### src/rtl/div_pkg.sv
// Shared types for the iterative divider: RV32M opcode encoding and FSM states.
package div_pkg;

    typedef enum logic [1:0] {
        DIV  = 2'b00,
        DIVU = 2'b01,
        REM  = 2'b10,
        REMU = 2'b11
    } div_op_t;

    typedef enum logic [1:0] {
        IDLE = 2'b00,
        CALC = 2'b01,
        FIX  = 2'b10,
        DONE = 2'b11
    } div_state_t;

endpackage

### src/rtl/div_step.sv
// One combinational restoring-division step on a WIDTH+1 bit partial remainder.
// Zero latency; no handshake, chained BITS_PER_CYCLE times by the divider.
module div_step
    import div_pkg::*;
#(
    parameter int WIDTH = 32
) (
    input  logic [WIDTH:0]   rem_in,
    input  logic             bit_in,
    input  logic [WIDTH-1:0] divisor,
    output logic [WIDTH:0]   rem_out,
    output logic             q_bit
);

    logic [WIDTH+1:0] shifted;
    logic [WIDTH+1:0] diff;

    // The top bit of diff is a clean borrow because the incoming remainder is below the divisor.
    always_comb begin
        shifted = {rem_in, bit_in};
        diff    = shifted - {2'b00, divisor};
        q_bit   = ~diff[WIDTH+1];
        rem_out = q_bit ? diff[WIDTH:0] : shifted[WIDTH:0];
    end

endmodule

### src/rtl/div_iter.sv
// Iterative restoring divider for DIV/DIVU/REM/REMU; WIDTH/BITS_PER_CYCLE+2 cycles, special cases 1.
// Takes a request only when idle; the response is held until resp_ready.
module div_iter
    import div_pkg::*;
#(
    parameter int WIDTH          = 32,
    parameter int BITS_PER_CYCLE = 1
) (
    input  logic             clk,
    input  logic             rst,
    input  logic             req_valid,
    output logic             req_ready,
    input  div_op_t          op,
    input  logic [WIDTH-1:0] x1,
    input  logic [WIDTH-1:0] x2,
    output logic             resp_valid,
    input  logic             resp_ready,
    output logic [WIDTH-1:0] y,
    output logic             dz,
    output logic             ovf
);

    localparam int STEPS = WIDTH / BITS_PER_CYCLE;
    localparam int CW    = $clog2(STEPS + 1);
    localparam logic [WIDTH-1:0] MIN_VAL = {1'b1, {(WIDTH-1){1'b0}}};

    div_state_t       state, state_nxt;
    div_op_t          op_q;
    logic [WIDTH:0]   rem_q;
    logic [WIDTH-1:0] quo_q;
    logic [WIDTH-1:0] dvs_q;
    logic             q_neg, r_neg;
    logic [CW-1:0]    cnt;

    logic             is_signed, is_rem, s1, s2, zero_div, ovf_case, special;
    logic [WIDTH-1:0] abs1, abs2;

    always_comb begin
        is_signed = (op == DIV) || (op == REM);
        is_rem    = (op == REM) || (op == REMU);
        s1        = is_signed & x1[WIDTH-1];
        s2        = is_signed & x2[WIDTH-1];
        abs1      = s1 ? -x1 : x1;
        abs2      = s2 ? -x2 : x2;
        zero_div  = (x2 == '0);
        ovf_case  = is_signed && (x1 == MIN_VAL) && (x2 == '1);
        special   = zero_div | ovf_case;
    end

    logic [WIDTH:0]          rem_chain [0:BITS_PER_CYCLE];
    logic [BITS_PER_CYCLE-1:0] q_bits;

    assign rem_chain[0] = rem_q;

    for (genvar i = 0; i < BITS_PER_CYCLE; i++) begin : g_step
        div_step #(.WIDTH(WIDTH)) u_step (
            .rem_in  (rem_chain[i]),
            .bit_in  (quo_q[WIDTH-1-i]),
            .divisor (dvs_q),
            .rem_out (rem_chain[i+1]),
            .q_bit   (q_bits[BITS_PER_CYCLE-1-i])
        );
    end

    always_ff @(posedge clk) begin
        if (rst) state <= IDLE;
        else     state <= state_nxt;
    end

    always_comb begin
        state_nxt = state;
        unique case (state)
            IDLE: if (req_valid) state_nxt = special ? DONE : CALC;
            CALC: if (cnt == CW'(STEPS - 1)) state_nxt = FIX;
            FIX:  state_nxt = DONE;
            DONE: if (resp_ready) state_nxt = IDLE;
        endcase
    end

    always_comb begin
        req_ready  = (state == IDLE);
        resp_valid = (state == DONE);
    end

    // Dividend bits shift out of quo_q's top as quotient bits shift into its bottom.
    always_ff @(posedge clk) begin
        if (rst) begin
            op_q  <= DIVU;
            rem_q <= '0;
            quo_q <= '0;
            dvs_q <= '0;
            q_neg <= 1'b0;
            r_neg <= 1'b0;
            cnt   <= '0;
            y     <= '0;
            dz    <= 1'b0;
            ovf   <= 1'b0;
        end else begin
            unique case (state)
                IDLE: if (req_valid) begin
                    op_q  <= op;
                    rem_q <= '0;
                    quo_q <= abs1;
                    dvs_q <= abs2;
                    q_neg <= s1 ^ s2;
                    r_neg <= s1;
                    cnt   <= '0;
                    dz    <= zero_div;
                    ovf   <= ovf_case;
                    if (zero_div)      y <= is_rem ? x1 : '1;
                    else if (ovf_case) y <= is_rem ? '0 : x1;
                end
                CALC: begin
                    rem_q <= rem_chain[BITS_PER_CYCLE];
                    quo_q <= {quo_q[WIDTH-1-BITS_PER_CYCLE:0], q_bits};
                    cnt   <= cnt + CW'(1);
                end
                FIX: begin
                    if ((op_q == REM) || (op_q == REMU))
                        y <= r_neg ? -rem_q[WIDTH-1:0] : rem_q[WIDTH-1:0];
                    else
                        y <= q_neg ? -quo_q : quo_q;
                end
                DONE: ;
            endcase
        end
    end

endmodule
### config.mk
export PLATFORM = sky130hd
export DESIGN_NAME = div_iter
export DESIGN_NICKNAME = d
export VERILOG_FILES = /design/src/rtl/div_pkg.sv /design/src/rtl/div_step.sv /design/src/rtl/div_iter.sv
export SDC_FILE = /design/constraint.sdc
export NUM_CORES = 1
export LEC_CHECK = 0
export ABC_AREA = 1
export CAP_MARGIN = 40
export CORE_ASPECT_RATIO = 0.75
export CORE_MARGIN = 2
export CORE_UTILIZATION = 56
export DETAILED_ROUTE_END_ITERATION = 16
export GPL_ROUTABILITY_DRIVEN = 0
export PLACE_DENSITY_LB_ADDON = 0.2
export SLEW_MARGIN = 15
export SYNTH_ARGS = -nofsm -noshare
export SYNTH_HDL_FRONTEND = slang
export SYNTH_SLANG_ARGS = --single-unit
### constraint.sdc
create_clock -name clk -period 4.1 [get_ports clk]
set_input_delay 0.82 -clock clk [delete_from_list [all_inputs] [get_ports clk]]
set_output_delay 0.82 -clock clk [all_outputs]
set_load 0.01 [all_outputs]
After elaboration in Yosys (flattened, before gate mapping)
Cells that the tools add are included.
{ "classes": {"add_sub_neg": 6, "eq_ne": 14, "n_mux": 23, "n_bitwise": 5, "reduce_logical": 14} }
{ "ops": {"columns": ["op", "count"], "rows": [
  ["two-way mux 32 bit", 11],
  ["negator 32 bit", 4],
  ["case mux 32 bit (2 select lines)", 2],
  ["two-way mux 33 bit", 2],
  ["case mux 33 bit (2 select lines)", 1],
  ["equality test 32 bit, second input constant", 2],
  ["subtractor 34 x 32 -> 34 bit", 1],
  ["logical NOT 32 bit", 1],
  ["equality test 2 bit, second input constant", 6],
  ["case mux 6 bit (2 select lines)", 1],
  ["two-way mux 2 bit", 4],
  ["case mux 2 bit (4 select lines)", 1],
  ["adder 6 x 1 -> 6 bit, second input constant", 1],
  ["equality test 6 x 5 -> 1 bit, second input constant", 1],
  ["two-way mux 6 bit", 1],
  ["AND reduction 3 bit", 2],
  ["logical NOT 2 bit", 2],
  ["inequality test 2 bit, second input constant", 2],
  ["AND reduction 2 bit", 2],
  ["nonzero test 2 bit", 2],
  ["logical OR 1 bit", 3],
  ["inequality test 3 x 1 -> 1 bit, second input constant", 1],
  ["AND 1 bit", 2],
  ["equality test 2 x 1 -> 1 bit, second input constant", 1],
  ["5 further kinds", 6]
]} }
{ "word_totals": {"reg_bits": 143} }

Longest topological paths before layout
{ "logic_depth": {"depth_word": 8, "mapped_depth": 18} }

Modules after synthesis
From an unflattened synthesis, not the netlist that was laid out.
{ "unflattened": {"hier_cells": 2521, "hier_area_um2": 13934.6} }
{ "by_module_without_submodules": {"columns": ["module", "instances", "cells_per_inst", "area_per_inst_um2"], "rows": [
  ["div_iter", 1, 1800, 10490.1],
  ["div_step", 1, 721, 3444.6]
]} }

Worst setup path after synthesis
OpenSTA, ideal clock, no wires.
{ "synth_path": {"path_kind": "input to register", "from": "input port x1[1]", "to": "register y[5]", "t_arrival_ns": 2.296, "required_time_ns": 3.985, "setup_slack_ns": 1.689, "cell_stages": 16, "cell_sequence": "inv_1 ha_1 nand2_1 nor2_2 inv_2 nor2_2 nand2_1 nor2_1 nand3b_1 nand2_2 nand2_4 inv_6 buf_6 nand2_1 a21oi_2 nor2_1"} }
{ "synth_via": {"elab_chain_cells": 5} }
{ "synth_lines": {"columns": ["item", "line_no", "rtl"], "rows": [
  ["start, declared", "div_iter.sv:14", "input logic [WIDTH-1:0] x1,"],
  ["equality test 32 bit", "div_iter.sv:46", "ovf_case = is_signed && (x1 == MIN_VAL) && (x2 == '1);"],
  ["logical AND 1 bit (2 in series)", "div_iter.sv:46", null],
  ["inequality test 3 x 1 -> 1 bit (no line)", null, null],
  ["AND reduction 3 bit (no line)", null, null],
  ["end signal, assigned", "div_iter.sv:110", "if (zero_div) y <= is_rem ? x1 : '1;"],
  ["end signal, assigned", "div_iter.sv:111", "else if (ovf_case) y <= is_rem ? '0 : x1;"],
  ["end signal, assigned", "div_iter.sv:120", "y <= r_neg ? -rem_q[WIDTH-1:0] : rem_q[WIDTH-1:0];"],
  ["end, declared", "div_iter.sv:18", "output logic [WIDTH-1:0] y,"]
]} }
No other way between the ends.
A chain may end at the register's enable or synchronous reset.

Worst setup path after layout
{ "layout_path": {"from": "input port x1[0]", "to": "register y[5]"} }
The elaborated chain is that of the path after synthesis.

==> flow_metrics.py <==
metrics = {
    "timing": {
        "setup_violations": 0,
        "fin_crit_sh_pct": 79.1,
        "hold_viol": 0,
        "clock-skew-final_ns": 0.0141,
        "min_period_ns": 3.24,
        "worst_slew_margin_rel_pct": 39.5,
        "rsz0062_at_grt": "false",
        "tightest_slew_ns": 0.899,
        "worst_slack_ns": 0.858,
        "drv_slew": 0,
        "fmaxAchievable_ghz": 0.308,
        "finalSetupTns_ns": 0,
    },
    "detailed_routing": {
        "drc": 0,
        "vias_per_cell": 5.91,
        "dr.pass1.iters": 6,
        "ant_nets": 0,
        "wl_per_cell_um": 17.6,
        "vias": 15500,
        "drt-initial-drc-count": 2196,
        "routed_wl_um": 46100,
    },
    "floorplan": {
        "die_y_um": 136,
        "coreArea_sq_um": 22900,
        "start_util_pct": 56.8,
        "ios": 106,
        "dieArea_sq_um": 24500,
        "die_width_um": 180,
        "fp-row-count": 48,
    },
    "power": {
        "power_density_nw_per_um2": 674,
        "power_frac_comb_pct": 62.0,
        "pwr-share-clk_pct": 15.7,
        "p_leak_nw": 6.83,
        "total_power_mw": 9.95,
        "p_switching_mw": 5.29,
        "swShare_pct": 53.2,
        "power.internal_mw": 4.66,
        "vdd_drop_max_v": 0.000512,
        "p_seq_share_pct": 22.3,
    },
    "finish": {
        "layout-drive-gt1-share_pct": 5.09,
        "multi_input_area_sq_um": 8500,
        "register_area_sq_um": 2840,
        "nNetsFinal": 2419,
        "nFillCells": 2153,
        "design_area_sq_um": 14800,
        "synthToLayoutAreaGrowth_pct": 13.6,
        "diodes": 0,
    },
    "critical_path": {
        "worstPathRequired_ns": 4.42,
        "worstReg2RegStart": "rem_q[27]",
        "startpoint": "x1[0]",
        "cp_max_fo": 34,
        "crit_path_end_kind": "register",
        "endpoint": "y[5]",
        "r2r_slack_ns": 1.14,
        "start_kind": "primary input",
        "reg2regPathDepth": 10,
        "crit_arrival_ns": 3.57,
        "r2r-end": "rem_q[25]",
        "worstSetupPathType": "in2reg",
    },
    "status": {
        "outcome": "finished, final reports clean",
    },
    "clocking": {
        "cts_buffers": 17,
        "cts_hold_buf": 0,
        "cts-htree-levels": 4,
        "clock_sinks": 142,
        "clk_pin_slew_ns": 0.07,
        "cts_tree": "built",
        "cts_root_buffer": "clkbuf_16",
        "postCtsSetupRepairBufs": 0,
        "insertion_delay_ns": 0.44,
        "cts_buffer_depth": 2,
        "ctsResizeCount": 0,
    },
    "place": {
        "dp_hpwl_um": 35800,
        "numPortBuffers": 105,
        "post_dp_cell_area_sq_um": 14200,
        "dpl_worst_slack_ns": 0.566,
    },
    "global_route": {
        "grt_pass1_vias": 13500,
        "gr-total-overflow": 0,
        "grt.total_usage_pct": 37.0,
        "grt_pass1_wl_um": 71700,
        "grtUsageMet1_pct": 52.6,
        "grt_max_degree": 60,
        "gr-usage-met3_pct": 13.5,
        "busiest_layer": "met1",
        "gr-usage-met2_pct": 52.4,
        "antenna_found_initial": 1,
    },
    "min_path": {
        "min_path_type": "reg2reg",
    },
    "logic_synthesis": {
        "yosysWarnings": 0,
        "syn-num-nets": 2371,
        "yosys_register_bits": 142,
        "syn_inst": 2258,
        "ys_types": 50,
        "syn_avg_cell_area_sq_um": 5.76,
        "ys_seq_area_share_pct": 21.9,
        "synth_area_sq_um": 13000,
    },
    "flow_run": {
        "cap_violations": 0,
    },
}
==> power by group through the flow <==
stage | clock (mW) | combinational, mW | sequential, mW
2_1_floorplan | 0 | 4.21 | 2.10
4_1_cts | 1.55 | 5.96 | 2.18
3_5_place_dp | 0 | 5.92 | 2.20
3_3_place_gp | 0 | 5.79 | 2.20
6_report | 1.56 | 6.17 | 2.22
5_1_grt | 1.61 | 6.78 | 2.24
==> cells in the final DEF (no fill, tap or decap), types with 4 or more instances in the layout <==
master and instances:
nand2_1 540, inv_1 315, nand3_1 254, a21oi_1 224, nor2_1 200, o21ai_0 158, dfxtp_1 142, clkdlybuf4s50_1 104
ha_1 41, xor2_1 36, o21ai_1 30, nand4_1 30, nor3_1 27, xnor2_1 21, buf_4 20, o211ai_1 18
clkbuf_16 17, nand3b_1 15, nor2_2 14, a21oi_2 9, nand2_2 8, a31oi_1 7, inv_6 7, maj3_1 7
or2_2 7, and2_1 7, inv_2 6, nand3_2 6, o31ai_1 5, nor3_2 4, nand2_4 4
==> synth_stat cells, drive strengths merged <==
cell,n,area (sq um)
and3,2,12.5
o221ai,1,8.76
buf,39,218
nand3b,15,113
xor2,36,315
nand4,30,188
a31oi,7,43.8
xnor2,21,184
or2,9,56.3
dfxtp,142,2840
o32ai,1,8.76
nor2,217,878
fa,1,20.0
nor3,31,175
ha,42,526
clkinv,1,3.75
nand3,260,1330
a21oi,233,1200
or3,1,6.26
a221oi,1,8.76
maj3,7,70.1
nand2,552,2120
o31ai,5,37.5
clkbuf,59,223
nor3b,3,22.5
o21ai,189,950
a211oi,1,7.51
o22ai,2,12.5
nor4,3,18.8
o211ai,18,135
inv,322,1210
and2,7,43.8
==> flip-flops by register name (all words and copies together), names as in the netlist <==
| register | count |
|---|---|
| y | 32 |
| quo_q | 32 |
| cnt | 6 |
| state | 2 |
| dz | 1 |
| r_neg | 1 |
| ovf | 1 |
| q_neg | 1 |
| op_q | 1 |
| rem_q | 33 |
| dvs_q | 32 |
==> metrics by stage <==
| step | hold WS [ns] | utilization, % | instances |
|---|---|---|---|
| after floorplan | 0.445 | - | 2258 |
| after CTS | 0.472 | 64.5 | 2619 |
| after global routing | 0.501 | 64.5 | 2619 |
| after detailed placement | 0.462 | 62.0 | 2587 |
| after global placement | 0.454 | 61.8 | 2585 |
| final | 0.470 | 64.5 | 2619 |
==> worst min-delay path by stage <==
stage / start / end / cells past startpoint
after global routing: dvs_q[31] / dvs_q[31] / 2
after CTS: quo_q[14] / quo_q[14] / 2
after detailed placement: y[30] / y[30] / 2
final: quo_q[14] / quo_q[14] / 2
after global placement: dvs_q[31] / dvs_q[31] / 2
after floorplan: dvs_q[31] / dvs_q[31] / 2
==> worst max-delay path, stage by stage <==
cell and delay, ns:
clkdlybuf4s50_1 0.45, inv_1 0.10, ha_1 0.18, nand2_1 0.09, nor2_2 0.15, inv_2 0.07, nor2_2 0.20, nand2_1 0.14
nor2_1 0.22, nand3b_1 0.14, nand2_2 0.10, nand2_4 0.24, inv_6 0.34, nand2_1 0.12, a21oi_2 0.12, nor2_1 0.05
==> layer usage <==
metal	vias to the layer above	part of all wire (%)
li1	7449	-
met1	6944	43
met2	987	39
met3	103	16
met4	2	2.3
met5	-	0.087
==> layout make-up <==
cell class / instances / share of cell area, %
Clock buffer: 18 / 2.91
Sequential cell: 142 / 19.3
Inverter: 323 / 8.25
Clock inverter: 14 / 0.992
Tap cell: 300 / 2.54
Multi-Input combinational cell: 1695 / 57.6
Timing Repair Buffer: 127 / 8.48
==> cell families after synthesis <==
logic type | count (synthesis) | share of synthesized area (%)
compound gates | 458 | 18.6
xor+xnor | 57 | 3.84
fa+ha+maj | 50 | 4.74
buf+inv | 421 | 12.8
flops | 142 | 21.9
simple gates | 1130 | 38.2
No activity file was read; power rests on OpenSTA's default activity.
==> RTL edit, RTL diff (same flow settings) <==
`WIDTH` is set to 32 in 2 places; all go to 16.
--- a/src/rtl/div_step.sv
+++ b/src/rtl/div_step.sv
@@ -3,7 +3,7 @@
 module div_step
     import div_pkg::*;
 #(
-    parameter int WIDTH = 32
+    parameter int WIDTH = 16
 ) (
     input  logic [WIDTH:0]   rem_in,
     input  logic             bit_in,
--- a/src/rtl/div_iter.sv
+++ b/src/rtl/div_iter.sv
@@ -3,7 +3,7 @@
 module div_iter
     import div_pkg::*;
 #(
-    parameter int WIDTH          = 32,
+    parameter int WIDTH          = 16,
     parameter int BITS_PER_CYCLE = 1
 ) (
     input  logic             clk,
Ports: changed (resized x1, x2 and y); port bits go from 106 to 58. No check against the original RTL was run, so the function may have changed too.
==> RTL edit against the original RTL <==
  * Maximum frequency rose by 16%
  * Critical endpoint is now quo_q[5]
  * Sequential cell count decreased by 65
  * Critical path depth fell by 7
  * Clock skew shrank 0.0063 ns
  * Cell count decreased by 53%
  * Synthesized area down 51%
  * Critical path type is now reg -> reg
  * Routed wire length down 60%
  * Power down 37%
  * Design area decreased by 51%
  * Sequential power fell by 45%
  * Core utilization increased by 1.6 points
  * Via count shrank 55%
  * Setup slack improved by 0.44 ns
==> RTL edit: results (changes against the original RTL) <==
Layout Skew 0.00776 ns (was 0.0141 ns); antenna violations before repair 0 (was 1); Setup Buffers After CTS 0 (unchanged); top_reg_cell synth dfxtp_1 (unchanged); post-synth cell types 44 (was 50); Root Driver clkbuf_16 (unchanged); Synth Instances 1059 (was 2258); largest cells by area after synthesis dfxtp_1 24%, nand2_1 16%, nand3_1 9.0% (was dfxtp_1 22%, nand2_1 16%, nand3_1 9.8%); Worst setup startpoint state[1] (was x1[0]); vias in the first global route 6044 (was 13500); CP Capture Point quo_q[5] (was y[5]); drt pass-1 iters 6 (unchanged); number of hold buffers added after cts 0 (unchanged); nets 1157 (was 2419); Sw Ratio 52.0% (was 53.2%); worst skew pair latency 0.35 ns (was 0.44 ns); Largest register FFs 17 (was 33); status complete, no violations (unchanged); largest net degree at the start of global routing 46 (was 60); ant diodes 0 (unchanged); worst IR drop on VDD 0.000437 V (was 0.000512 V); Final HPWL DP 13900 um (was 35800 um); global-route wire length before repair 30000 um (was 71700 um); Async SR Flop Fraction 0% (unchanged); Clock Tree Buf Depth 2 (unchanged); R2R Setup Slk 1.30 ns (was 1.14 ns); Min-Delay Path Class reg -> reg (unchanged); cts repair resizes 0 (unchanged); Post-synth top cells 267 x nand2_1, 135 x inv_1, 113 x nand3_1, 111 x a21oi_1, 89 x o21ai_0 (was 540 x nand2_1, 315 x inv_1, 254 x nand3_1, 224 x a21oi_1, 201 x nor2_1); R2R depth 9 (was 10); DR WL/cell 14.9 um (was 17.6 um); H-tree depth 3 (was 4); CP arrival 3.07 ns (was 3.57 ns); Slew HR 43.1% (was 39.5%); GRT Total Usage 31.0% (was 37.0%); Leakage 3.34 nW (was 6.83 nW); post-synthesis sequential area ratio 24.4% (was 21.9%); min-delay src y[15] (was quo_q[14]); DR iter-0 viols 898 (was 2196); CTS clk-pin slew, worst paths about 0.060 ns; drt via density 5.69 (was 5.91); share of cells above drive strength 1 3.84% (was 5.09%); synth warn 0 (unchanged); Antenna Nets Post-Route 0 (unchanged); CTS buffer count 9 (was 17); reg2reg start state[1] (was rem_q[27]); Worst Path Max Fanout 42 (was 34); Final Instance Count excl. Fillers 1235 (was 2619); IO buf count 57 (was 105); most flop-heavy register rem_q (unchanged)
-- RTL edit: cell types whose count changed in the layout (fill, tap and decap cells not counted), sizes merged, moves of 15 or more --
cell,unedited run,this run
clkdlybuf4s50,104,57
nand3,260,115
o21ai,189,95
inv,330,137
a21oi,233,113
dfxtp,142,77
xnor2,21,5
ha,42,27
xor2,36,19
nand2,552,275
nand4,30,13
nor2,217,86
nor3,31,12
buf,23,5
-- RTL edit: power by group through the flow --
| stage | combinational, mW | sequential, mW | clock, mW |
|---|---|---|---|
| final | 4.09 | 1.23 | 0.915 |
| after floorplan | 3.12 | 1.19 | 0 |
| after detailed placement | 3.98 | 1.24 | 0 |
| after global placement | 3.91 | 1.24 | 0 |
| after CTS | 4.01 | 1.22 | 0.924 |
| after global routing | 4.62 | 1.26 | 0.949 |
-- RTL edit: worst min-delay path by stage --
stage          slack, ns      to  cells after the start
3_3_place_gp        0.45    y[5]                      2
3_5_place_dp        0.46   y[15]                      2
5_1_grt             0.48   y[14]                      2
4_1_cts             0.47   y[15]                      2
6_report            0.46   y[15]                      2
2_1_floorplan       0.44  cnt[0]                      1
-- RTL edit: critical path, cell delays in order, from the launching register on --
cell and delay (ns):
dfxtp_1 0.34, inv_1 0.09, ha_1 0.59, inv_1 0.48, o21ai_1 0.24, buf_4 0.23
inv_2 0.30, a21oi_1 0.21, o21ai_1 0.09, a21oi_1 0.14
-- RTL edit: metal layers --
metal | vias up | GRT usage, % | wire, um
met5 | - | 0 | 0
met4 | 0 | 6.68 | 197
met3 | 16 | 6.45 | 1990
met2 | 312 | 44.7 | 7190
met1 | 3152 | 47.1 | 8990
li1 | 3547 | - | -
-- RTL edit: cell type report --
class                   instances  area (sq um)
flip-flops and latches         77          1540
inverters                     139           522
clock inverters                 6           113
fillers                      1040          3700
repair buffers                 62           608
well taps                     140           175
clock buffers                   9           225
multi-input cells             802          4050
-- RTL edit: cell families after synthesis --
kind of cell	Yosys count	share of synthesized area, %
buf+inv	180	11.3
compound gates	238	20.1
fa+ha+maj	28	5.67
simple gates	512	35.1
flops	77	24.4
xor+xnor	24	3.33
-- RTL edit: per-stage QoR --
step,instance area (sq um),util (%),setup WS (ns)
3_5_place_dp,6900,63.1,1.11
2_1_floorplan,6310,-,1.98
5_1_grt,7240,66.2,1.10
4_1_cts,7240,66.2,1.39
6_report,7240,66.2,1.30
3_3_place_gp,6900,63.1,1.13
